### src/rtl/simon_mmio_pkg.sv
// Shared MMIO constants, colour codes and sequencer state encoding for the Simon
// peripheral decoders.
package simon_mmio_pkg;

  localparam logic [11:0] ADDR_PUSH   = 12'd12;
  localparam logic [11:0] ADDR_CTRL   = 12'd13;
  localparam logic [11:0] ADDR_STATUS = 12'd14;

  localparam int unsigned CTRL_START_BIT = 0;
  localparam int unsigned CTRL_CLEAR_BIT = 1;

  localparam int unsigned STAT_COUNT_LSB = 0;
  localparam int unsigned STAT_BUSY_BIT  = 8;
  localparam int unsigned STAT_OVF_BIT   = 9;
  localparam int unsigned STAT_IDX_LSB   = 16;

  typedef enum logic [1:0] {
    COL_RED    = 2'b00,
    COL_BLUE   = 2'b01,
    COL_GREEN  = 2'b10,
    COL_YELLOW = 2'b11
  } colour_t;

  typedef enum logic [2:0] {
    ST_IDLE,
    ST_ON_CMD,
    ST_ON_WAIT,
    ST_OFF_CMD,
    ST_GAP_WAIT,
    ST_FIN,
    ST_ABORT
  } pp_state_t;

  // Assemble the status word; unused bits read as zero.
  function automatic logic [31:0] pack_status(input logic [5:0] idx, input logic ovf,
                                              input logic busy, input logic [5:0] count);
    logic [31:0] s;
    s = '0;
    s[STAT_COUNT_LSB +: 6] = count;
    s[STAT_BUSY_BIT]       = busy;
    s[STAT_OVF_BIT]        = ovf;
    s[STAT_IDX_LSB +: 6]   = idx;
    return s;
  endfunction

endpackage

### src/rtl/step_timer.sv
// Shared down-counter for the on and gap wait states; expires on the last cycle of
// the loaded interval.
module step_timer #(
  parameter int unsigned W = 8
) (
  input  logic         i_clock,
  input  logic         i_reset,
  input  logic         i_load,
  input  logic [W-1:0] i_load_val,
  output logic         o_expire_c
);

  logic [W-1:0] r_cnt;

  always_ff @(posedge i_clock or posedge i_reset) begin
    if (i_reset) begin
      r_cnt <= '0;
    end else if (i_load) begin
      r_cnt <= i_load_val;
    end else if (r_cnt != '0) begin
      r_cnt <= r_cnt - W'(1);
    end
  end

  assign o_expire_c = (r_cnt == W'(1));

endmodule

### src/rtl/pattern_player.sv
// MMIO sequencer that replays a stored colour pattern as LED/tone command strobes
// with fixed on and gap timing.
module pattern_player
  import simon_mmio_pkg::*;
#(
  parameter int unsigned DEPTH      = 32,
  parameter int unsigned ON_CYCLES  = 25_000_000,
  parameter int unsigned GAP_CYCLES = 12_500_000
) (
  input  logic        i_clock,
  input  logic        i_reset,
  input  logic        i_wren,
  input  logic [11:0] i_addr,
  input  logic [31:0] i_wdata,
  output logic        o_status_hit,
  output logic [31:0] o_status_data,
  output logic        o_led_flash,
  output logic [1:0]  o_led_color,
  output logic        o_led_on,
  output logic        o_tone_play,
  output logic [2:0]  o_tone_color,
  output logic        o_tone_on,
  output logic        o_busy,
  output logic        o_done
);

  localparam int unsigned AW   = (DEPTH > 1) ? $clog2(DEPTH) : 1;
  localparam int unsigned CW   = $clog2(DEPTH + 1);
  localparam int unsigned MAXC = (ON_CYCLES > GAP_CYCLES) ? ON_CYCLES : GAP_CYCLES;
  localparam int unsigned TW   = $clog2(MAXC + 1);

  pp_state_t     r_state;
  colour_t       r_buf [DEPTH];
  logic [CW-1:0] r_count;
  logic [CW-1:0] r_idx;
  logic          r_ovf;
  logic          r_strobe;
  logic          r_on;
  colour_t       r_color;
  logic          r_busy;
  logic          r_done;

  logic          w_push;
  logic          w_ctrl;
  logic          w_clear;
  logic          w_start;
  logic          w_push_ok;
  logic [CW-1:0] w_idx_inc;
  colour_t       w_col_cur;
  colour_t       w_col_nxt;
  logic          w_load;
  logic [TW-1:0] w_load_val;
  logic          w_expire;
  logic          w_unused;

  assign w_push    = i_wren && (i_addr == ADDR_PUSH);
  assign w_ctrl    = i_wren && (i_addr == ADDR_CTRL);
  assign w_clear   = w_ctrl && i_wdata[CTRL_CLEAR_BIT];
  assign w_start   = w_ctrl && i_wdata[CTRL_START_BIT];
  assign w_push_ok = w_push && (r_state == ST_IDLE) && (r_count < CW'(DEPTH));
  assign w_idx_inc = r_idx + CW'(1);
  assign w_col_cur = r_buf[r_idx[AW-1:0]];
  assign w_col_nxt = r_buf[w_idx_inc[AW-1:0]];
  assign w_unused  = ^i_wdata[31:2];

  // Timer is reloaded from the one-cycle command states preceding each wait.
  assign w_load     = (r_state == ST_ON_CMD) || (r_state == ST_OFF_CMD);
  assign w_load_val = (r_state == ST_ON_CMD) ? TW'(ON_CYCLES) : TW'(GAP_CYCLES);

  step_timer #(.W(TW)) u_timer (
    .i_clock    (i_clock),
    .i_reset    (i_reset),
    .i_load     (w_load),
    .i_load_val (w_load_val),
    .o_expire_c (w_expire)
  );

  // Pattern storage has no reset; slots beyond count are never read.
  always_ff @(posedge i_clock) begin
    if (w_push_ok) begin
      r_buf[r_count[AW-1:0]] <= colour_t'(i_wdata[1:0]);
    end
  end

  always_ff @(posedge i_clock or posedge i_reset) begin
    if (i_reset) begin
      r_state  <= ST_IDLE;
      r_count  <= '0;
      r_idx    <= '0;
      r_ovf    <= 1'b0;
      r_strobe <= 1'b0;
      r_on     <= 1'b0;
      r_color  <= COL_RED;
      r_busy   <= 1'b0;
      r_done   <= 1'b0;
    end else begin
      r_strobe <= 1'b0;
      r_done   <= 1'b0;
      if (r_state == ST_IDLE) begin
        if (w_clear) begin
          r_count <= '0;
          r_idx   <= '0;
          r_ovf   <= 1'b0;
        end else if (w_start && (r_count != '0)) begin
          r_idx    <= '0;
          r_state  <= ST_ON_CMD;
          r_busy   <= 1'b1;
          r_strobe <= 1'b1;
          r_on     <= 1'b1;
          r_color  <= r_buf[0];
        end else if (w_push) begin
          if (r_count < CW'(DEPTH)) begin
            r_count <= r_count + CW'(1);
          end else begin
            r_ovf <= 1'b1;
          end
        end
      end else if (w_clear && (r_state != ST_ABORT)) begin
        r_state  <= ST_ABORT;
        r_strobe <= 1'b1;
        r_on     <= 1'b0;
        r_color  <= w_col_cur;
      end else begin
        if (w_push) begin
          r_ovf <= 1'b1;
        end
        case (r_state)
          ST_ON_CMD:  r_state <= ST_ON_WAIT;
          ST_ON_WAIT: begin
            if (w_expire) begin
              r_state  <= ST_OFF_CMD;
              r_strobe <= 1'b1;
              r_on     <= 1'b0;
              r_color  <= w_col_cur;
            end
          end
          ST_OFF_CMD: r_state <= ST_GAP_WAIT;
          ST_GAP_WAIT: begin
            if (w_expire) begin
              r_idx <= w_idx_inc;
              if (w_idx_inc == r_count) begin
                r_state <= ST_FIN;
                r_done  <= 1'b1;
              end else begin
                r_state  <= ST_ON_CMD;
                r_strobe <= 1'b1;
                r_on     <= 1'b1;
                r_color  <= w_col_nxt;
              end
            end
          end
          ST_FIN: begin
            r_state <= ST_IDLE;
            r_busy  <= 1'b0;
          end
          ST_ABORT: begin
            r_state <= ST_IDLE;
            r_busy  <= 1'b0;
            r_count <= '0;
            r_idx   <= '0;
            r_ovf   <= 1'b0;
          end
          default: begin
            r_state <= ST_IDLE;
            r_busy  <= 1'b0;
          end
        endcase
      end
    end
  end

  assign o_status_hit  = (i_addr == ADDR_STATUS);
  assign o_status_data = pack_status(6'(r_idx), r_ovf, r_busy, 6'(r_count));
  assign o_led_flash   = r_strobe;
  assign o_tone_play   = r_strobe;
  assign o_led_on      = r_on;
  assign o_tone_on     = r_on;
  assign o_led_color   = r_color;
  assign o_tone_color  = {1'b0, r_color};
  assign o_busy        = r_busy;
  assign o_done        = r_done;

endmodule
### config.mk
export PLATFORM = sky130hd
export DESIGN_NAME = pattern_player
export DESIGN_NICKNAME = d
export VERILOG_FILES = /design/src/rtl/simon_mmio_pkg.sv /design/src/rtl/step_timer.sv /design/src/rtl/pattern_player.sv
export SDC_FILE = /design/constraint.sdc
export NUM_CORES = 1
export LEC_CHECK = 0
export ABC_AREA = 0
export CORE_UTILIZATION = 30
export DETAILED_ROUTE_END_ITERATION = 16
export PLACE_DENSITY = 0.56
export SYNTH_ARGS = -nofsm -noshare
export SYNTH_HDL_FRONTEND = slang
export SYNTH_HIERARCHICAL = 1
export SYNTH_SLANG_ARGS = --single-unit
### constraint.sdc
create_clock -name i_clock -period 2.9 [get_ports i_clock]
set_input_delay 0.725 -clock i_clock [delete_from_list [all_inputs] [get_ports i_clock]]
set_output_delay 0.725 -clock i_clock [all_outputs]
set_load 0.02 [all_outputs]
Yosys cells after proc, flatten, opt, wreduce, memory -nomap -nowiden
Memories as Yosys holds them, arrays and structs flattened.
Index checks and enable logic that the tools add are counted.
- output and inout bits: 44
- flip-flop bits (word level): 47
- bits in writable memories: 64
- memories: 1
- input port bits: 47
- reductions and logical operators: 24
- add/subtract/negate cells: 3
- magnitude comparators: 1
- muxes and demuxes: 66
- eq/ne operators: 24
- memory list (memory ; depth ; width ; rd ports ; clocked after Yosys merged registers in ; write ports ; line ; RTL):
    r_buf ; 32 ; 2 ; 3 ; 0 ; 1 ; pattern_player.sv:33 ; colour_t r_buf [DEPTH];
- operators with widths (kind ; number):
    25-bit 2-to-1 mux ; 3
    6-bit 2-to-1 mux ; 12
    12-bit by 4-bit == test with 1-bit output, second input constant ; 3
    1-bit 2-to-1 mux ; 32
    25-bit by 1-bit == test with 1-bit output, second input constant ; 1
    25-bit nonzero test ; 1
    25-bit by 1-bit subtractor with 25-bit output, second input constant ; 1
    3-bit 2-to-1 mux ; 7
    2-bit 2-to-1 mux ; 7
    6-bit by 1-bit adder with 6-bit output, second input constant ; 2
    3-bit != test, second input constant ; 4
    3-bit one-hot mux with 4 select lines ; 1
    6-bit one-hot mux with 2 select lines ; 1
    4-bit AND reduction ; 3
    5-bit AND reduction ; 2
    3-bit by 2-bit != test with 1-bit output, second input constant ; 3
    1-bit logical AND ; 8
    4-bit by 3-bit != test with 1-bit output, second input constant ; 2
    3-bit by 2-bit == test with 1-bit output, second input constant ; 2
    3-bit == test, second input constant ; 2
    6-bit == test ; 1
    6-bit less-than comparator, second input constant ; 1
    6-bit AND reduction ; 1
    3-bit nonzero test ; 2
    12 further kinds ; 16

Longest topological paths before layout
- depth after elaboration: 7
- gate-level depth with buffers: 11
- depth with buffers taken out: 10

Cells and area by module
The synthesis kept the hierarchy.
- modules (own cells, without submodules) (module ; times used ; area an instance (um^2) ; sequential area each (um^2) ; cells each):
    pattern_player ; 1 ; 4936.0 ; 2472.4 ; 402
    step_timer ; 1 ; 1695.4 ; 625.6 ; 191

Least setup slack after synthesis
OpenSTA, ideal clock, no wires.
- path kind: flip-flop to flip-flop
- from: reg u_timer.r_cnt[20]
- to: reg r_color[0] (netlist: o_led_color[0])
- cell stages (with the launch flop): 11
- library setup time: 125 ps
- data required time: 2775 ps
- buffers on the path: 2
- path slack: 57 ps
- data arrival time: 2719 ps
- cell sequence: dfrtp_1 > or4_4 > nand2b_4 > buf_2 > buf_2 > nor3_1 > inv_1 > a21oi_1 > nand3b_1 > a21oi_4 > mux2_2
- word-level cells in the longest chain between the ends: 3
- elaborated cells on any way between the ends: 4
- classes of those cells: eq/ne (3); reduce/logical (1)
- RTL lines (element ; line ; RTL):
    start: declaration ; step_timer.sv:13 ; logic [W-1:0] r_cnt;
    start signal: assignment ; step_timer.sv:19 ; r_cnt <= i_load_val;
    start signal: assignment ; step_timer.sv:21 ; r_cnt <= r_cnt - W'(1);
    25-bit by 1-bit == test with 1-bit output (*) ; step_timer.sv:25 ; assign o_expire_c = (r_cnt == W'(1));
    named net w_expire ; pattern_player.sv:53 ; logic w_expire;
    4-bit by 3-bit != test with 1-bit output (no line) ; n/a ;
    6-bit AND reduction (no line) (*) ; n/a ;
    end signal: assignment ; pattern_player.sv:110 ; r_color <= r_buf[0];
    end signal: assignment ; pattern_player.sv:122 ; r_color <= w_col_cur;
    end signal: assignment ; pattern_player.sv:134 ; r_color <= w_col_cur;
    end: declaration ; pattern_player.sv:39 ; colour_t r_color;
The timed path passes the listed nets; every way through them passes the cells marked *.
A chain may end at the register's enable or synchronous reset.

Worst setup path after layout
- from: in i_addr[9]
- to: out o_status_hit
- word-level cells in the longest chain between the ends: 1
- RTL lines (element ; line ; RTL):
    start: declaration ; pattern_player.sv:13 ; input logic [11:0] i_addr,
    12-bit by 4-bit == test with 1-bit output ; pattern_player.sv:172 ; assign o_status_hit = (i_addr == ADDR_STATUS);
    end: declaration ; pattern_player.sv:15 ; output logic o_status_hit,
Every way passes these cells.

==> flow_summary.toml <==
[finish]
drive_gt1_share_pct = 23.25
regArea_sq_mm = 0.003099
syn2layout_area_growth_pct = 21.08
fill_cells = 2132
multi_input_area_sq_mm = 0.003342
fin_nets = 734
num_antenna_cells = 0
final_cells = 964
fin_util_pct = 36.90

[yosys]
avgSynthCellArea_sq_um = 11.18
synth_edf_count = 64
async_reset_ff_share_pct = 42.34
synth_compound_area_share_pct = 11.08
synth_xor_area_share_pct = 2.358
syn_area_sq_mm = 0.006631
synthCells = 593
synth_top_family_by_area = "simple AND/OR/NAND/NOR gates"
synth_mux_area_share_pct = 12.74
synthSimpleGateAreaFrac_pct = 19.72
ys_types = 78
ys_warn_count = 6
synth-seq-cells = 111
ys_seq_area_share_pct = 46.72
synthFlopType = "edfxtp_1"
synth_fa_ha_area_share_pct = 1.509

[drt]
drcViolationCount = 0
wl_per_cell_microns = 17.79
firstDrtPassIters = 4
dr_total_vias = 4996
drtIter0Drc = 304
postRouteWirelength_microns = 17150
drt-vias-per-instance = 5.183
ant_nets = 0

[sta]
whs_ns = 0.5442
rsz0062_at_grt = "yes"
period_needed_ns = 2.902
fin_ws_ns = -0.002107
final_max_slew_viol_count = 0
finalClockSkew_ns = 0.009628
finalCritPeriodShare_pct = 100.1
relSlewSlack_pct = 59.58
final_hold_viol_count = 0
tightest_slew_ns = 0.6056
setup_viol = 1
max_freq_ghz = 0.3446

[critical_path]
worst-path-stages = 4
arrival_ns = 2.18
crit_end = "o_status_hit"
r2r_end = "o_led_color[0]$_DFFE_PP0P_"
path_max_fanout = 3
end_kind = "output pin"
crit_chain = "clkdlybuf4s50_1 > or4_4 > nor4_2 > buf_4"
critPathMaxStageDelay_ns = 0.56
critPathSlowestCell = "or4_4"
r2r_cells = 8
cp.buffers_inverters = 2
critPathTopFamily = "simple AND/OR/NAND/NOR gates"
path_class = "in2out"
cp.required_ns = 2.17
regToRegStartpoint = "r_idx[0]$_DFFE_PP0P_"
start_kind = "primary input"
rrSetupSlack_ns = 0.10
startpoint = "i_addr[9]"

[hold_path]
hold_depth = 2
hold_path.class = "reg2reg"

[global_routing]
grt_util_all_layers_pct = 15.68
grt_max_degree = 42
grt_pass1_vias = 4980
grt_pass1_wl_microns = 27020
antenna_found_initial = 0
grt-ovfl-total = 0

[die]
start_util_pct = 30.48
num_rows = 54
coreArea_sq_mm = 0.02176
dieHeight_microns = 150.7
dieArea_sq_mm = 0.02270
ios = 91
die_w_microns = 150.7

[run_status]
status = "finished, violations left"
failed_checks = "setup timing"

[clock_network]
worstSkewPairLatency_ns = 0.37
clock_path_buffers = 2
clkTransAtPathRegs_ns = 0.08
cts_hold_buf = 0
ctsRootBufferMaster = "clkbuf_16"
cts_tree = "done"
clock_sinks = 111
cts-htree-levels = 3
cts_inserted_buffers = 9

[place]
portBuffers = 41
dp_hpwl_microns = 12120
place_congestion = 0.7817
dp_slack_ns = -0.4493
place_inst = 948

[power_and_ir_drop]
power.density_mw_per_mm2 = 502.4
power.leakage_nw = 2.838
total_power_w = 0.004034
vdd_drop_max_mv = 0.2331

[run]
maxCapViolCount = 0
-- through the flow --
step,setup TNS [ns],cell area (sq um)
floorplan,0,6751
global placement,-22.79,7657
detailed placement,-23.03,7657
CTS,0,7961
global route,-0.07694,8029
finish,-0.002107,8029
-- cells in the mapped netlist (all sizes together) (3+ instances only) --
library cell  number  area (sq um)
and4               3         26.28
nand4             10         83.83
edfxtp            64          1922
or2                3         18.77
xor2              10         95.10
xnor2              7         61.31
or3                5         31.28
nand2             49         186.4
a21o               3         22.52
clkbuf            20         76.32
a22oi              3         22.52
o211ai             4         30.03
o2111ai            4         35.03
a2bb2oi            5         43.79
a211oi             3         22.52
a31oi             13         81.33
inv               15         56.30
o41ai              4         35.03
or3b               3         26.28
o21ai             27         138.9
mux4              29         653.1
mux2               9         101.4
buf               37         250.2
dfrtp             47          1176
nand3             16         85.08
nor2b              7         43.79
nor4              15         170.2
a21oi             19         106.4
nor2              67         270.3
nand3b             8         60.06
ha                 8         100.1
o31ai              9         67.56
nor3              12         65.06
and3               8         50.05
mux2i              9         90.09
nand2b             5         38.78
or4                3         33.78
and2               4         25.02
-- cells by family (layout without fill, tap and decap cells) --
logic type / after synthesis / after routing
other: 2 / 34
buffers and inverters: 72 / 131
muxes: 47 / 47
and+or+nand+nor: 227 / 227
adders and majority gates: 8 / 8
xor gates and xnor gates: 17 / 17
AOI/OAI and AO/OA: 109 / 109
DFF: 111 / 111
-- worst reg2reg max path, cell delays in order, from the launching register on --
cell,delay (ns)
dfrtp_2,0.41
ha_1,0.25
xor2_1,0.26
buf_12,0.18
mux4_2,0.51
mux4_2,0.51
nand3b_1,0.10
nand4_1,0.17
mux2_4,0.30
-- state kept, by name (all words and copies together) (netlist names) --
signal         flops
r_buf             64
u_timer/r_cnt     25
r_count            6
r_idx              6
r_state            3
o_led_color        2
o_busy             1
o_done             1
o_led_flash        1
o_led_on           1
r_ovf              1
-- power by group --
part           internal (W)  switching, W
registers           0.00173     0.0000542
logic              0.000413      0.000550
clock network      0.000622      0.000665
total               0.00277       0.00127
-- how the worst min path moves through the flow --
stage	endpoint	slack, ns	from
after global placement	o_led_on$_DFFE_PP0P_	0.51	o_led_on$_DFFE_PP0P_
after global routing	u_timer/r_cnt[15]$_DFFE_PP0P_	0.58	u_timer/r_cnt[15]$_DFFE_PP0P_
after CTS	o_led_on$_DFFE_PP0P_	0.54	o_led_on$_DFFE_PP0P_
final	o_busy$_DFFE_PP0P_	0.54	o_busy$_DFFE_PP0P_
after floorplan	r_ovf$_DFFE_PP0P_	0.46	r_ovf$_DFFE_PP0P_
after detailed placement	o_led_on$_DFFE_PP0P_	0.52	o_led_on$_DFFE_PP0P_
-- per-layer routing --
layer	track usage, %	wire [microns]	up-vias
li1	-	-	2358
met1	20.30	7491	2477
met4	5.200	267	0
met2	26.54	8606	140
met3	2.545	787	21
met5	0	0	-
-- timing repair --
| item | in CTS | in global routing |
|---|---|---|
| pin swaps | 0 | 3 |
| endpoints found under the setup margin | 2 | 27 |
| resized for setup | 6 | 17 |
| buffers inserted | 0 | 0 |
| endpoints found under the hold margin | 0 | 0 |
-- cells in the final DEF, fill, tap and decap left out, types with 13 or more instances in the layout --
master	n
buf_4	58
edfxtp_1	64
inv_1	15
a31oi_1	13
mux4_2	29
a21oi_1	15
clkdlybuf4s50_1	40
nor2_1	60
nand2_1	48
conb_1	34
dfrtp_1	46
o21ai_0	19
nand3_1	15
-- final cells by class --
type	count	area share (%)
inverter	15	0.7013
timing repair buffer	100	10.91
clock inverter	7	0.9974
sequential	111	38.60
tap	280	4.363
multi-input combinational	442	41.62
clock buffer	9	2.805
Power figures use the tool's default switching activity.
